$ cat src/rtl/pulse_meter_pkg.sv
`default_nettype none
// ============================================================================
// Module      : pulse_meter_pkg
// Description : Shared types and default sizes for the pulse propagation time
//               meter (edge detectors, interval meter, result readout).
// Revision    : 1.0 - initial release
// ============================================================================
package pulse_meter_pkg;

    // Interval meter state encoding
    typedef enum logic [1:0] {
        IDLE     = 2'd0,
        ARMED    = 2'd1,
        COUNTING = 2'd2,
        REPORT   = 2'd3
    } meter_state_t;

    // Default sizes shared by every block of the meter
    localparam int unsigned c_count_w_default        = 16;
    localparam int unsigned c_timeout_cycles_default = 50000;

endpackage : pulse_meter_pkg
`default_nettype wire

$ cat src/rtl/pulse_interval_meter.sv
`default_nettype none
// ============================================================================
// Module      : pulse_interval_meter
// Description : Measures the number of clock cycles between a single-cycle
//               start pulse and a single-cycle stop pulse, reporting the
//               interval with a one-cycle valid strobe or a timeout strobe.
// Revision    : 1.0 - initial release
// ============================================================================
module pulse_interval_meter
    import pulse_meter_pkg::*;
#(
    parameter int unsigned COUNT_W        = c_count_w_default,
    parameter int unsigned TIMEOUT_CYCLES = c_timeout_cycles_default,
    parameter bit          AUTO_REARM     = 1'b0
) (
    input  logic               i_Clk,
    input  logic               i_Rst,
    input  logic               i_Arm,
    input  logic               i_Start,
    input  logic               i_Stop,
    output logic               o_Armed,
    output logic               o_Busy,
    output logic [COUNT_W-1:0] o_Count,
    output logic               o_Valid,
    output logic               o_Timeout
);

    // Timeout limit at counter width; the limit never exceeds the counter's
    // range, so the counter stops before it could wrap.
    localparam logic [COUNT_W-1:0] c_timeout = COUNT_W'(TIMEOUT_CYCLES);

    meter_state_t        r_state;
    meter_state_t        w_next_state;
    logic [COUNT_W-1:0]  r_counter;
    logic [COUNT_W-1:0]  w_counter_next;
    logic [COUNT_W-1:0]  r_count;
    logic [COUNT_W-1:0]  w_result;
    logic                r_valid;
    logic                r_timeout;
    logic                w_finish;
    logic                w_good;

    // Next-state, counter update and result selection
    always_comb begin
        w_next_state   = r_state;
        w_counter_next = r_counter;
        w_result       = r_counter;
        w_finish       = 1'b0;
        w_good         = 1'b0;
        case (r_state)
            IDLE: begin
                w_counter_next = '0;
                if (i_Arm) begin
                    w_next_state = ARMED;
                end
            end
            ARMED: begin
                // A stop without a start is a stale arrival and is dropped
                if (i_Start) begin
                    if (i_Stop) begin
                        w_next_state = REPORT;
                        w_finish     = 1'b1;
                        w_good       = 1'b1;
                        w_result     = '0;
                    end else begin
                        w_next_state   = COUNTING;
                        w_counter_next = COUNT_W'(1);
                    end
                end
            end
            COUNTING: begin
                // Stop wins over a coincident timeout
                if (i_Stop) begin
                    w_next_state = REPORT;
                    w_finish     = 1'b1;
                    w_good       = 1'b1;
                    w_result     = r_counter;
                end else if (r_counter == c_timeout) begin
                    w_next_state = REPORT;
                    w_finish     = 1'b1;
                    w_result     = c_timeout;
                end else begin
                    w_counter_next = r_counter + COUNT_W'(1);
                end
            end
            REPORT: begin
                w_counter_next = '0;
                w_next_state   = AUTO_REARM ? ARMED : IDLE;
            end
            default: begin
                w_next_state   = IDLE;
                w_counter_next = '0;
            end
        endcase
    end

    // State, counter and registered result/strobe outputs
    always_ff @(posedge i_Clk) begin
        if (i_Rst) begin
            r_state   <= IDLE;
            r_counter <= '0;
            r_count   <= '0;
            r_valid   <= 1'b0;
            r_timeout <= 1'b0;
        end else begin
            r_state   <= w_next_state;
            r_counter <= w_counter_next;
            r_valid   <= w_finish & w_good;
            r_timeout <= w_finish & ~w_good;
            if (w_finish) begin
                r_count <= w_result;
            end
        end
    end

    assign o_Armed   = (r_state == ARMED);
    assign o_Busy    = (r_state == ARMED) || (r_state == COUNTING);
    assign o_Count   = r_count;
    assign o_Valid   = r_valid;
    assign o_Timeout = r_timeout;

endmodule : pulse_interval_meter
`default_nettype wire

$ cat config.mk
export PLATFORM = sky130hd
export DESIGN_NAME = pulse_interval_meter
export DESIGN_NICKNAME = d
export VERILOG_FILES = /design/src/rtl/pulse_meter_pkg.sv /design/src/rtl/pulse_interval_meter.sv
export SDC_FILE = /design/constraint.sdc
export NUM_CORES = 1
export LEC_CHECK = 0
export CAP_MARGIN = 20
export CORE_ASPECT_RATIO = 1.1
export CORE_UTILIZATION = 62
export CTS_CLUSTER_SIZE = 24
export DETAILED_ROUTE_END_ITERATION = 8
export DONT_BUFFER_PORTS = 1
export GPL_TIMING_DRIVEN = 0
export HOLD_SLACK_MARGIN = 0.03
export PLACE_DENSITY_LB_ADDON = 0.2
export RECOVER_POWER = 50
export SLEW_MARGIN = 10
export SYNTH_ARGS = -nofsm -noshare
export SYNTH_HDL_FRONTEND = slang
export SYNTH_SLANG_ARGS = --single-unit
$ cat constraint.sdc
create_clock -name i_Clk -period 2.66 [get_ports i_Clk]
set_input_delay 0.532 -clock i_Clk [delete_from_list [all_inputs] [get_ports i_Clk]]
set_output_delay 0.532 -clock i_Clk [all_outputs]
set_load 0.01 [all_outputs]
# ---- Yosys cells after proc, flatten, opt, wreduce, memory -nomap -nowiden
# Index checks and enable logic that the tools add are counted.
dict set report op_classes {
  add_sub_neg 1
  n_eq_ne 10
  mux 22
  n_bitwise 3
  n_reduce_logical 5
}
# op count
set op_table {}
lappend op_table {{16-bit two-way mux} 8}
lappend op_table {{16-bit one-hot mux with 3 select lines} 1}
lappend op_table {{16-bit one-hot mux with 2 select lines} 1}
lappend op_table {{16-bit by 1-bit adder with 16-bit output (second input constant)} 1}
lappend op_table {{16-bit equality test (second input constant)} 1}
lappend op_table {{2-bit != test (second input constant)} 5}
lappend op_table {{2-bit two-way mux} 4}
lappend op_table {{2-bit one-hot mux with 4 select lines} 1}
lappend op_table {{1-bit two-way mux} 5}
lappend op_table {{2-bit equality test (second input constant)} 2}
lappend op_table {{1-bit one-hot mux with 2 select lines} 2}
lappend op_table {{4-bit AND reduction} 1}
lappend op_table {{3-bit != test (second input constant)} 1}
lappend op_table {{3-bit AND reduction} 1}
lappend op_table {{1-bit AND} 2}
lappend op_table {{2-bit by 1-bit equality test with 1-bit output (second input constant)} 1}
lappend op_table {{2-bit logical NOT} 1}
lappend op_table {{2-bit OR reduction} 1}
lappend op_table {{1-bit logical OR} 1}
lappend op_table {{1-bit NOT} 1}
dict set report totals {
  regBits 36
  output_inout_bits 20
  elab_cells 46
}

# ---- Longest topological paths before layout
dict set report depth {
  ltp_word 5
  ltp_mapped 9
}

# ---- Least setup slack after synthesis
# Ideal clock, no wire load.
dict set report synth_timing {
  path_type {register -> register}
  from {register r_state[1]}
  to {register r_counter[8]}
  setup_ns 0.117
  t_arrival_ns 1.900
  t_required_ns 2.543
  path_slack_ns 0.642
  path_stages_with_launch 9
  synth_period_minus_slack_ns 2.018
  cell_sequence {dfxtp_1 > inv_1 > ha_1 > or2_2 > a21oi_1 > and2_1 > clkbuf_1 > o21ai_0 > a32o_1}
}
dict set report synth_via {
  elab_chain_len 3
  elab_cells_between_ends 11
  classes_between {eq/ne: 7; mux: 1; reduce/logical: 3}
}
# item line_no
set synth_rtl {}
lappend synth_rtl {{from (decl)} pulse_interval_meter.sv:32} ;# meter_state_t r_state;
lappend synth_rtl {{from (signal assigned)} pulse_interval_meter.sv:106} ;# r_state <= w_next_state;
lappend synth_rtl {{2-bit by 1-bit equality test with 1-bit output (*)} -}
lappend synth_rtl {{named net o_Armed} pulse_interval_meter.sv:21} ;# output logic o_Armed,
lappend synth_rtl {{2-bit != test (no source line)} -}
lappend synth_rtl {{4-bit AND reduction (no source line)} -}
lappend synth_rtl {{to (signal assigned)} pulse_interval_meter.sv:107} ;# r_counter <= w_counter_next;
lappend synth_rtl {{to (decl)} pulse_interval_meter.sv:34} ;# logic [COUNT_W-1:0] r_counter;
# Mark *: on every way through the listed nets, which the timed path passes. The rest lies on a longest branch.
# A chain may end at the register's enable or synchronous reset.

# ---- Worst setup path after layout
dict set report layout_timing {
  from {register r_state[1]}
  to {register r_counter[15]}
}
dict set report layout_via {
  elab_chain_len 3
  elab_cells_between_ends 11
  classes_between {eq/ne: 7; mux: 1; reduce/logical: 3}
}
# item line_no
set layout_rtl {}
lappend layout_rtl {{2-bit equality test (tied with other cells)} pulse_interval_meter.sv:50} ;# case (r_state)
lappend layout_rtl {{2-bit OR reduction (no source line) / 2-bit != test (equally long branches)} -}
lappend layout_rtl {{16-bit one-hot mux with 3 select lines / 4-bit AND reduction (equally long branches)} -}
# Parallel ways exist; a longest one is shown, timed or not.

==> summary.md <==
| Metric | Value |
|---|---|
| Sequential area share after synthesis | `between 30% and 40%` |
| Clock Path Buffers | `2` |
| Largest net degree at the start of global routing | `11` |
| Row count | `20` |
| Final antenna-violating net count | `0` |
| Vias in the first global route | `1,548` |
| First-pass GRT wire length | `approximately 7000 µm` |
| Fmax | `416.8 MHz` |
| PwrDens | `727.3 mW/mm²` |
| CP Max Fanout | `10` |
| Arrival time worst endpoint | `2.69 ns` |
| Post-CTS Setup Repair Bufs | `0` |
| TritonCTS clock tree | `done` |
| Ys flop type | `dfxtp_1` |
| Max IR drop VDD | `around 0.00054 V` |
| Slew Viols, Final | `0` |
| Worst path bufs/invs | `2` |
| Max_cap viols | `0` |
| Share of layout cells above drive strength 1 | `7.407%` |
| Vias per cell | `6.594` |
| Hold Vio Cnt, Final | `0` |
| Area after DPL | `0.001847 mm²` |
| I/O Pins | `25` |
| Critical path data required time | `2.95 ns` |
| Final setup viols | `0` |
| Share of the synthesized area in the top cell type | `around two fifths` |
| Gr ovfl total | `0` |
| Register area | `720.7 µm²` |
| Ys async rst share | `0%` |
| GRT Total Usage | `30.81%` |
| Synthesized flop and latch total | `36` |
| Detailed Route Iter0 Violations | `73` |
| TritonCTS buffer count | `5` |
| Area grow syn2layout | `5.475%` |
| Footprint of the multi-input gates | `~990 µm²` |
| Nets | `226` |
| Synthesized area per cell | `8.680 µm²` |
| Worst slew pin tran | `between 0.8 and 0.9 ns` |
| Htree depth | `2` |
| Pleak | `0.6521 nW` |
| CP endpoint kind | `register` |
| Startpoint types | `register` |
| Die area | `~0.0031 mm²` |
| DIE WIDTH | `53.45 µm` |
| Clock root buffer | `clkbuf_4` |
| Tcrit/Tclk final | `90.20%` |
| Routed vias | `roughly 1,600` |
| Skew final | `about 0.009 ns` |
| Post-synth EDFFs | `0` |
| Final hold slack | `0.4287 ns` |
| Netlist Area Pre-Place | `between 0.0015 and 0.002 mm²` |
| Period minus WS final | `2.399 ns` |
| Cell taking the most area after synthesis | `dfxtp_1` |
| Resized cells post-CTS | `0` |
| Gpl congestion | `0.9537` |
| Effective utilization at floorplan | `roughly two thirds` |
| DRC viols | `0` |
| Crit-path slowest cell | `a2111oi_4` |
| Later-pin clock latency in the skew report | `0.36 ns` |
| Worst-path clk slew | `0.11 ns` |
| Final worst slack | `0.2607 ns` |
| Relative slew slack | `42.34%` |
| HP Class | `in -> reg` |
| Initial antenna violation count | `0` |
| Final instance area | `about 0.0019 mm²` |
| Final WL | `4182 µm` |
| Post-DP HPWL | `3002 µm` |
| Clock sinks | `36` |
| Cells along the critical path | `inv_1, ha_1, nand2b_1, clkbuf_1, a2111oi_4, or3b_1, a21oi_1` |
| PortBufs | `0` |
| RSZ-0062 raised after global routing | `no` |
| Inserted Diodes | `0` |
| Routed len/inst | `16.80 µm` |
| Slowest stage delay, CP | `0.70 ns` |
| CTS Hold Buffers Added | `0` |
| Setup TNS | `0 ns` |
| Post-place setup slack | `0.2893 ns` |
| Core region area | `0.002778 mm²` |
| Worst path top cell family by delay | `compound AO/OA/AOI/OAI gates` |
| Post-synthesis instance total | `208` |
| Fill count | `238` |
| Distinct cells, synth | `44` |
| TritonRoute pass-1 iters | `4` |
| Status | `finished, final reports clean` |
| Ys Warns | `0` |
| Ranking of synthesized cells by area | `dfxtp_1 (40%), a21oi_1 (5.8%), a22o_1 (4.9%), ha_1 (4.2%), nand2_1 (3.3%)` |
| Die Span Y | `about 59 µm` |
| Post-Synthesis Net Count | `219` |
| Crit path kind | `reg -> reg` |
routing by layer:
| metal | GRT usage, % | up-vias | share of wire, % |
|---|---|---|---|
| li1 | - | 795 | - |
| met1 | 38.59 | 780 | 45 |
| met2 | 47.14 | 54 | 47 |
| met3 | 10.08 | 13 | 5.7 |
| met4 | 14.66 | 0 | 2.1 |
| met5 | 0 | - | 0 |
cells by family after synthesis:
logic type               after synthesis  synth area share, %
AND/OR/NAND/NOR                       73                22.80
adder cells (fa/ha/maj)                6                4.158
AO/OA/AOI/OAI                         70                27.51
multiplexers                           1               0.5544
flip-flops                            36                39.92
buffers and inverters                 22                5.058
sequential cells by signal, indices dropped and copies added (netlist names):
signal	count
o_Count	16
r_counter	16
r_state	2
o_Timeout	1
o_Valid	1
cell type report:
cell class	instances	share of cell area, %
inverter	9	1.774
buffer	13	2.957
clock buffer	8	3.088
multi-input combinational	150	52.17
tap	33	2.168
sequential	36	37.84
cells in the final DEF (no fill, tap or decap), types with 4 or more instances in the layout:
master    instances
nand3_1           9
a21oi_1          21
o21ai_0          11
nor2_1           10
o21a_1            5
a41oi_1           4
clkbuf_4          5
nand2b_1          4
clkbuf_1         11
ha_1              6
dfxtp_1          36
nor3_1            7
a22o_1           10
nand4_1           4
inv_1             9
nand2_1          16
per-stage QoR:
| step | util (%) | power [mW] | std cells |
|---|---|---|---|
| 3_3_place_gp | 66.49 | 1.058 | 241 |
| 6_report | 68.56 | 1.385 | 249 |
| 5_1_grt | 68.56 | 1.474 | 249 |
| 4_1_cts | 68.60 | 1.376 | 249 |
| 2_1_floorplan | - | 0.9682 | 208 |
| 3_5_place_dp | 66.49 | 1.078 | 241 |
worst paths after layout:
path                                 start             to  slack, ns  cells after the start
worst max-delay path            r_state[1]  r_counter[15]       0.26                      7
worst min-delay path               i_Start        o_Valid       0.43                      2
worst max register to register  r_state[1]  r_counter[15]       0.26                      7
worst min register to register  r_state[1]     r_state[1]       0.52                      2
where the power goes:
part / switching (mW) / total [mW] / internal [mW]
combinational: 0.305 / 0.467 / 0.162
sequential: 0.0362 / 0.606 / 0.570
clock: 0.182 / 0.312 / 0.130
synth_stat cells (all sizes together) (4+ instances only):
| cell type | number |
|---|---|
| o21a | 5 |
| inv | 9 |
| o21ai | 11 |
| nand2b | 4 |
| nor3 | 7 |
| clkbuf | 9 |
| a22o | 10 |
| nor2 | 10 |
| dfxtp | 36 |
| nand3 | 9 |
| a21oi | 21 |
| buf | 4 |
| nand2 | 16 |
| a41oi | 4 |
| nand4 | 4 |
| ha | 6 |
No activity file was read; power rests on OpenSTA's default activity.
